### src/rtl/tetris_key_cmd.sv
// Tetris keyboard command generator: PS/2 key events in, move commands out.
// Held-key tracking, DAS/ARR auto-repeat for LEFT/RIGHT/DOWN, command FIFO.
module tetris_key_cmd #(
    parameter logic [7:0] KEY_LEFT   = 8'h6B,
    parameter logic [7:0] KEY_RIGHT  = 8'h74,
    parameter logic [7:0] KEY_DOWN   = 8'h72,
    parameter logic [7:0] KEY_ROT    = 8'h75,
    parameter logic [7:0] KEY_DROP   = 8'h29,
    parameter int         DAS_CYC    = 12_622_500,
    parameter int         ARR_CYC    = 3_712_500,
    parameter int         CNT_W      = 24,
    parameter int         FIFO_DEPTH = 4
) (
    input  logic       CLOCK_74,
    input  logic       reset_n,
    input  logic       valid_74,
    input  logic       makeBreak_74,
    input  logic [7:0] outCode_74,
    output logic       cmd_valid,
    output logic [2:0] cmd,
    input  logic       cmd_ready,
    output logic [4:0] held,
    output logic       overflow
);

    localparam int AW = $clog2(FIFO_DEPTH);
    localparam int CW = AW + 1;
    localparam logic [CNT_W-1:0] DAS_LIM = CNT_W'(DAS_CYC - 1);
    localparam logic [CNT_W-1:0] ARR_LIM = CNT_W'(ARR_CYC - 1);

    typedef enum logic [1:0] {
        R_IDLE,
        R_DAS,
        R_ARR
    } rep_state_t;

    logic [4:0]       key_oh;
    logic             ev_make;
    logic             ev_brk;
    logic [4:0]       held_q, held_d;

    rep_state_t       h_state_q, h_state_d;
    logic             hdir_q, hdir_d;
    logic [CNT_W-1:0] hcnt_q, hcnt_d;
    logic             h_tick;
    logic             h_make, h_switch, h_stop, h_brk_act;

    rep_state_t       d_state_q, d_state_d;
    logic [CNT_W-1:0] dcnt_q, dcnt_d;
    logic             d_tick;
    logic             d_make, d_stop;

    logic             ev_push;
    logic [2:0]       ev_cmd;
    logic             h_grant, d_grant;
    logic             push;
    logic [2:0]       push_cmd;

    logic [2:0]       mem_q [FIFO_DEPTH];
    logic [AW-1:0]    wptr_q, wptr_d;
    logic [AW-1:0]    rptr_q, rptr_d;
    logic [CW-1:0]    count_q, count_d;
    logic             full, pop, wr;
    logic             ovf_q, ovf_d;

    // Scan code to one-hot key, bit order {DROP,ROT,DOWN,RIGHT,LEFT}
    always_comb begin
        key_oh = '0;
        case (outCode_74)
            KEY_LEFT:  key_oh[0] = 1'b1;
            KEY_RIGHT: key_oh[1] = 1'b1;
            KEY_DOWN:  key_oh[2] = 1'b1;
            KEY_ROT:   key_oh[3] = 1'b1;
            KEY_DROP:  key_oh[4] = 1'b1;
            default:   key_oh = '0;
        endcase
    end

    // Event qualification: typematic makes and stray breaks are filtered out
    always_comb begin
        ev_make   = valid_74 & makeBreak_74 & (|(key_oh & ~held_q));
        ev_brk    = valid_74 & ~makeBreak_74 & (|(key_oh & held_q));
        h_make    = ev_make & (key_oh[0] | key_oh[1]);
        h_brk_act = ev_brk & (h_state_q != R_IDLE)
                  & (hdir_q ? key_oh[1] : key_oh[0]);
        h_switch  = h_brk_act & (hdir_q ? held_q[0] : held_q[1]);
        h_stop    = h_brk_act & ~(hdir_q ? held_q[0] : held_q[1]);
        d_make    = ev_make & key_oh[2];
        d_stop    = ev_brk & key_oh[2];
        held_d    = held_q;
        if (ev_make) begin
            held_d = held_q | key_oh;
        end else if (ev_brk) begin
            held_d = held_q & ~key_oh;
        end
    end

    // Repeat tick outputs: counter parked at its terminal value
    always_comb begin
        h_tick = ((h_state_q == R_DAS) && (hcnt_q == DAS_LIM))
              || ((h_state_q == R_ARR) && (hcnt_q == ARR_LIM));
        d_tick = ((d_state_q == R_DAS) && (dcnt_q == DAS_LIM))
              || ((d_state_q == R_ARR) && (dcnt_q == ARR_LIM));
    end

    // Push arbitration: key event, then horizontal tick, then down tick
    always_comb begin
        ev_push = ev_make | h_switch;
        ev_cmd  = 3'd0;
        unique case (1'b1)
            key_oh[0]: ev_cmd = 3'd1;
            key_oh[1]: ev_cmd = 3'd2;
            key_oh[2]: ev_cmd = 3'd3;
            key_oh[3]: ev_cmd = 3'd4;
            key_oh[4]: ev_cmd = 3'd5;
            default:   ev_cmd = 3'd0;
        endcase
        if (h_switch) begin
            ev_cmd = hdir_q ? 3'd1 : 3'd2;
        end
        h_grant  = h_tick & ~h_stop & ~ev_push;
        d_grant  = d_tick & ~d_stop & ~ev_push & ~h_grant;
        push     = ev_push | h_grant | d_grant;
        push_cmd = ev_push ? ev_cmd
                 : h_grant ? (hdir_q ? 3'd2 : 3'd1)
                 : 3'd3;
    end

    // Horizontal engine next state
    always_comb begin
        h_state_d = h_state_q;
        hdir_d    = hdir_q;
        hcnt_d    = hcnt_q;
        if (h_make) begin
            hdir_d    = key_oh[1];
            hcnt_d    = '0;
            h_state_d = R_DAS;
        end else if (h_switch) begin
            hdir_d    = ~hdir_q;
            hcnt_d    = '0;
            h_state_d = R_DAS;
        end else if (h_stop) begin
            hcnt_d    = '0;
            h_state_d = R_IDLE;
        end else if (h_state_q != R_IDLE) begin
            if (!h_tick) begin
                hcnt_d = hcnt_q + CNT_W'(1);
            end else if (h_grant) begin
                hcnt_d    = '0;
                h_state_d = R_ARR;
            end
        end
    end

    // Down engine next state
    always_comb begin
        d_state_d = d_state_q;
        dcnt_d    = dcnt_q;
        if (d_make) begin
            dcnt_d    = '0;
            d_state_d = R_DAS;
        end else if (d_stop) begin
            dcnt_d    = '0;
            d_state_d = R_IDLE;
        end else if (d_state_q != R_IDLE) begin
            if (!d_tick) begin
                dcnt_d = dcnt_q + CNT_W'(1);
            end else if (d_grant) begin
                dcnt_d    = '0;
                d_state_d = R_ARR;
            end
        end
    end

    // FIFO control: a push into a full FIFO survives only with a same-cycle pop
    always_comb begin
        full    = (count_q == CW'(FIFO_DEPTH));
        pop     = (count_q != '0) & cmd_ready;
        wr      = push & (~full | pop);
        ovf_d   = push & full & ~pop;
        wptr_d  = wr ? wptr_q + AW'(1) : wptr_q;
        rptr_d  = pop ? rptr_q + AW'(1) : rptr_q;
        count_d = count_q;
        if (wr && !pop) begin
            count_d = count_q + CW'(1);
        end else if (pop && !wr) begin
            count_d = count_q - CW'(1);
        end
    end

    // State registers for keys, both engines and the FIFO
    always_ff @(posedge CLOCK_74 or negedge reset_n) begin
        if (!reset_n) begin
            held_q    <= '0;
            h_state_q <= R_IDLE;
            hdir_q    <= 1'b0;
            hcnt_q    <= '0;
            d_state_q <= R_IDLE;
            dcnt_q    <= '0;
            wptr_q    <= '0;
            rptr_q    <= '0;
            count_q   <= '0;
            ovf_q     <= 1'b0;
            for (int i = 0; i < FIFO_DEPTH; i++) begin
                mem_q[i] <= 3'd0;
            end
        end else begin
            held_q    <= held_d;
            h_state_q <= h_state_d;
            hdir_q    <= hdir_d;
            hcnt_q    <= hcnt_d;
            d_state_q <= d_state_d;
            dcnt_q    <= dcnt_d;
            wptr_q    <= wptr_d;
            rptr_q    <= rptr_d;
            count_q   <= count_d;
            ovf_q     <= ovf_d;
            if (wr) begin
                mem_q[wptr_q] <= push_cmd;
            end
        end
    end

    // Outputs straight from registered state
    always_comb begin
        cmd_valid = (count_q != '0);
        cmd       = cmd_valid ? mem_q[rptr_q] : 3'd0;
        held      = held_q;
        overflow  = ovf_q;
    end

endmodule

### config.mk
export PLATFORM = sky130hd
export DESIGN_NAME = tetris_key_cmd
export DESIGN_NICKNAME = d
export VERILOG_FILES = /design/src/rtl/tetris_key_cmd.sv
export SDC_FILE = /design/constraint.sdc
export NUM_CORES = 1
export LEC_CHECK = 0
export CORE_MARGIN = 2
export CORE_UTILIZATION = 45
export CTS_BUF_LIST = sky130_fd_sc_hd__clkbuf_2 sky130_fd_sc_hd__clkbuf_4 sky130_fd_sc_hd__clkbuf_8
export CTS_CLUSTER_DIAMETER = 100
export DETAILED_ROUTE_END_ITERATION = 16
export GPL_TIMING_DRIVEN = 1
export MAX_ROUTING_LAYER = met4
export PLACE_DENSITY = 0.72
export SYNTH_ARGS = -nofsm -noshare
export SYNTH_HDL_FRONTEND = slang
export SYNTH_SLANG_ARGS = --single-unit
### constraint.sdc
create_clock -name CLOCK_74 -period 3.75 [get_ports CLOCK_74]
set_input_delay 0.5625 -clock CLOCK_74 [delete_from_list [all_inputs] [get_ports CLOCK_74]]
set_output_delay 0.5625 -clock CLOCK_74 [all_outputs]
set_load 0.1 [all_outputs]
### Word-level counts from Yosys, hierarchy flattened

Cells that the tools add are included.

| word-level totals | value |
|---|---|
| register bits after elaboration | 78 |
| input bits | 13 |
| output and inout port bits | 10 |
| word-level logic and storage cells | 158 |

| cells by class | value |
|---|---|
| $add $sub $neg | 6 |
| $lt $le $gt $ge | 3 |
| equal/unequal tests | 16 |
| mux-type cells | 48 |
| bitwise operators | 42 |
| reductions and logical operators | 29 |

Operators by type and width:

| cell | number |
|---|---|
| $mux W24 | 11 |
| $add A24 B1 Y24 const B | 2 |
| $eq A24 B22 Y1 const B | 2 |
| $eq A24 B24 Y1 const B | 2 |
| $eq A8 B7 Y1 const B | 4 |
| $mux W2 | 14 |
| $mux W3 | 8 |
| $and A1 B1 Y1 | 20 |
| $and A5 B5 Y5 | 3 |
| $pmux W3 S5 | 1 |
| $bwmux W12 | 1 |
| $reduce_bool A3 Y1 | 4 |
| $reduce_bool A4 Y1 | 3 |
| $mux W5 | 2 |
| $not A5 Y5 | 2 |
| $reduce_bool A2 Y1 | 5 |
| $reduce_or A5 Y1 | 2 |
| $mux W1 | 9 |
| $not A1 Y1 | 9 |
| $eq A8 B6 Y1 const B | 1 |
| $logic_and A1 B1 Y1 | 7 |
| $bmux W3 S2 | 1 |
| $demux W3 S2 | 1 |
| $ge A3 B3 Y1 const B | 2 |
| 16 further kinds | 28 |

### Longest topological paths before layout

| depth | value |
|---|---|
| depth after elaboration | 19 |
| depth in mapped cells | 14 |
| mapped depth without buffers | 14 |

### Least setup slack after synthesis

Ideal clock, no wire load.

| timing | value |
|---|---|
| path type | register -> register |
| start point | reg with a tool-made name |
| end point | reg count_q[1] |
| library setup time | 0.125 ns |
| arrival time | 3.395 ns |
| required time | 3.625 ns |
| path slack | 0.230 ns |
| cell stages (with the launch flop) | 12 |
| path buffers | 0 |
| period minus slack after synthesis | 3.520 ns |
| cell sequence | dfrtp_1 > or3b_1 > a2111oi_2 > a31oi_1 > o21ai_1 > nand2_1 > nor2_1 > nor2_1 > ha_1 > inv_1 > fa_1 > mux2_2 |

RTL lines:

| what | line | text |
|---|---|---|
| to (signal assigned) | 216 | `count_q <= count_d;` |
| to (decl) | 62 | `logic [CW-1:0] count_q, count_d;` |

### Final worst setup path

| timing | value |
|---|---|
| start point | in outCode_74[3] |
| end point | reg count_q[2] |

| on the way | value |
|---|---|
| longest elaborated chain between the ends | 18 |
| elaborated cells on any way between the ends | 40 |
| classes of those cells | eq/ne (5); mux (7); bitwise (22); reduce/logical (6) |

RTL lines:

| what | line | text |
|---|---|---|
| from (decl) | 18 | `input logic [7:0] outCode_74,` |
| $eq A8 B7 Y1 / $eq A8 B6 Y1 (equally long branches) | 69 | `case (outCode_74)` |
| $mux W1 | 69 |  |
| $and A5 B5 Y5 | 82 | `ev_brk = valid_74 & ~makeBreak_74 & (\|(key_oh & held_q));` |
| $reduce_or A5 Y1 | 82 |  |
| $and A1 B1 Y1 | 82 |  |
| $and A1 B1 Y1 | 84 | `h_brk_act = ev_brk & (h_state_q != R_IDLE)` |
| $and A1 B1 Y1 | 85 | `& (hdir_q ? key_oh[1] : key_oh[0]);` |
| $and A1 B1 Y1, on equally long branches | 87, 86 |  |
| [... 3 more ...] | n/a |  |
| $not A1 Y1 | 122 | `d_grant = d_tick & ~d_stop & ~ev_push & ~h_grant;` |
| $and A1 B1 Y1 | 122 |  |
| $or A1 B1 Y1 * | 123 | `push = ev_push \| h_grant \| d_grant;` |
| $and A1 B1 Y1 * | 179 | `wr = push & (~full \| pop);` |
| named net wr | 63 | `logic full, pop, wr;` |
| $logic_not A1 Y1 | 186 | `end else if (pop && !wr) begin` |
| $logic_and A1 B1 Y1 | 186 |  |
| $reduce_bool A2 Y1 (no source line) | n/a |  |

The timed path passes the listed nets; every way through them passes the cells marked *.
A chain may end at the register's enable or synchronous reset.

==> impl_metrics.ini <==
[run_status]
status = finished clean

[final_layout]
nNetsFinal = 558
antennaDiodeCount = 0
nFillCells = 943
drive_above_1_share = 0.122
area_growth_pct = 13.8

[logic_synthesis]
synth_top_cell_area_share = 0.413
synthFlopType = dfrtp_1
yosysWarningCount = 0
synth_edf_count = 0
synth_adder_area_share = 0.0228
synth_xor_area_frac = 0.0593
ys_top_cells_by_area = dfrtp_1 41%, xnor2_1 4.1%, nor2_1 4.0%, nand2_1 3.3%, o21ai_0 3.2%
ys_types = 66
synthesis.area_um2 = 4730
synth.most_common_cell = dfrtp_1
synth_compound_area_frac = 0.168
avgSynthCellArea_um2 = 9.48
yosysSeqAreaShare = 0.413
synth-seq-cells = 78
yosysTopAreaCell = dfrtp_1
synth_top_family_by_area = simple AND/OR/NAND/NOR gates
syn_nets = 520
synth_mux_area_frac = 0.0471
synthSimpleGateAreaFrac = 0.267
synth_commonest_cells = 78 x dfrtp_1, 51 x nor2_1, 41 x nand2_1
async_reset_ff_frac = 1.00
syn_inst = 499

[setup_path]
end_kind = flop
cp-start-kind = input port
critPathMaxFanout = 6
cp.arrival_ns = 3.70
rr_startpoint = dcnt_q[12]$_DFFE_PN0P_
crit_type = in2reg
crit_start = outCode_74[3]
cp.required_ns = 4.02

[timing]
rsz0062_at_grt = false
period_share = 0.915
fmax_ghz = 0.292
setup_tns_ns = 0
period_needed_ns = 3.43
hold_ws_ns = 0.371
setup_viol_count_final = 0
clock_skew_ns = 0.00982
final-max-slew-violation-count = 0
final-hold-violation-count = 0
max_slew_margin = 0.335
tightestPinTransition_ns = 0.998

[floorplan]
io_pins = 23
die-width_um = 107
rows = 37
initial_utilization = 0.460
fp.dieH_um = 107
core_area_um2 = 10300
dieArea_um2 = 11300

[placement]
hpwl_um = 7870
routabilityCongestion = 0.944
port_buffers = 22

[clock_tree]
cts_resized = 0
clock_latency_ns = 0.35
path_clk_slew_ns = 0.07
cts_setup_buffers = 0
cts_buffer_depth = 2
cts_max_level = 3
cts_buffers = 9
cts_tree = done
postCtsHoldBufs = 0
cts-root-buf = clkbuf_8
cts_sinks = 78

[route]
wl_met1_um = 5440
route.vias.total = 3992
dr_wl_met2_um = 5010
wl_per_cell_um = 16.4
drt_pass1_iterations = 5
drtAntennaViolNets = 0
first_iter_violations = 182
wl_met3_um = 447
viasPerCell = 5.91
route.detailed.drc = 0
totalWireLength_um = 11100
dr.max_layer_used = met4

[global_route]
antenna_found_initial = 0
overflow = 0
grt_pass1_vias = 3913
grt_pass1_wl_um = 19000
grt_usage = 0.215
grt_max_degree = 79

[job]
drv_cap = 0

[power]
peakVddDrop_mv = 0.236
leakagePower_uw = 0.00215
p_per_area_nw_per_um2 = 388

[min_path]
hp-class = in2async
==> registers in the layout (all words and copies together), names as in the netlist, named ones only <==
name	flops
hdir_q	1
mem_q	12
d_state_q	2
h_state_q	2
rptr_q	2
dcnt_q	24
overflow	1
hcnt_q	24
wptr_q	2
count_q	3
==> layer usage <==
layer / track usage / vias to the layer above
met5: - / -
met2: 0.319 / 75
met3: 0.0503 / 16
met4: 0.0724 / 0
met1: 0.291 / 1955
li1: - / 1946
==> worst max-delay path, cell delays in order <==
cell             delay [ns]
clkdlybuf4s50_1        0.47
or4bb_1                0.54
a2111oi_2              0.40
buf_4                  0.18
a31o_4                 0.12
a31oi_1                0.11
nand2_1                0.11
nor2_1                 0.06
nor2_1                 0.09
ha_1                   0.18
inv_1                  0.06
fa_1                   0.38
xor2_1                 0.15
nor2_1                 0.12
xor2_1                 0.16
==> power by group <==
group	switching, uW	total (uW)	leakage (uW)	internal (uW)
registers	116	1050	0.00101	931
logic	268	465	0.00104	197
clock network	283	577	0.0000948	294
total	667	2090	0.00215	1420
==> worst paths after layout <==
path,to,slack [ns],depth (start not counted)
setup reg to reg,count_q[2]$_DFFE_PN0P_,0.49,12
hold reg to reg,count_q[2]$_DFFE_PN0P_,0.50,1
hold / removal,hcnt_q[14]$_DFFE_PN0P_,0.37,1
max in group asynchronous,dcnt_q[10]$_DFFE_PN0P_,2.74,1
min in group CLOCK_74,count_q[2]$_DFFE_PN0P_,0.50,1
setup / recovery,count_q[2]$_DFFE_PN0P_,0.32,15
==> stage by stage <==
stage	total power [uW]	instance area (um2)	setup WS, ns	cells	util
finish	2090	5380	0.319	676	0.524
global route	2210	5380	0.161	676	0.524
CTS	2110	5380	0.360	676	0.524
detailed placement	1530	5200	0.00515	662	0.506
global placement	1510	5200	0.0582	662	0.506
floorplan	1380	4730	0.230	499	-
==> layout by cell type (no fill, tap or decap), types with 10 or more instances in the layout <==
cell type | synthesis | routed
inv_1 | 11 | 11
and3_1 | 13 | 13
buf_4 | 1 | 22
nand3_1 | 26 | 26
nor2_1 | 51 | 51
dfrtp_1 | 78 | 78
clkdlybuf4s50_1 | 0 | 21
nand4_1 | 11 | 11
a21oi_1 | 23 | 23
o21ai_0 | 30 | 30
o211ai_1 | 12 | 12
mux2_2 | 12 | 12
xnor2_1 | 22 | 22
nand2_1 | 41 | 41
xor2_1 | 10 | 10
clkbuf_8 | 0 | 12
a211oi_1 | 13 | 13
==> area by class of cell <==
cell class	count	area (um2)	area share
Timing Repair Buffer	43	375	0.0697
Tap cell	136	170	0.0316
Sequential cell	78	1950	0.363
Multi-Input combinational cell	394	2670	0.495
Clock buffer	13	173	0.0321
Clock inverter	1	5.00	0.000930
Inverter	11	41.3	0.00767
==> cell families (layout without fill, tap and decap cells) <==
kind of cell               after synthesis  after routing
xor gates and xnor gates                32             32
buffers and inverters                   27             68
muxes                                   17             17
DFF                                     78             78
AOI/OAI and AO/OA                      116            116
and+or+nand+nor                        221            221
adders and majority gates                8              8
(Power assumes the default switching activity.)
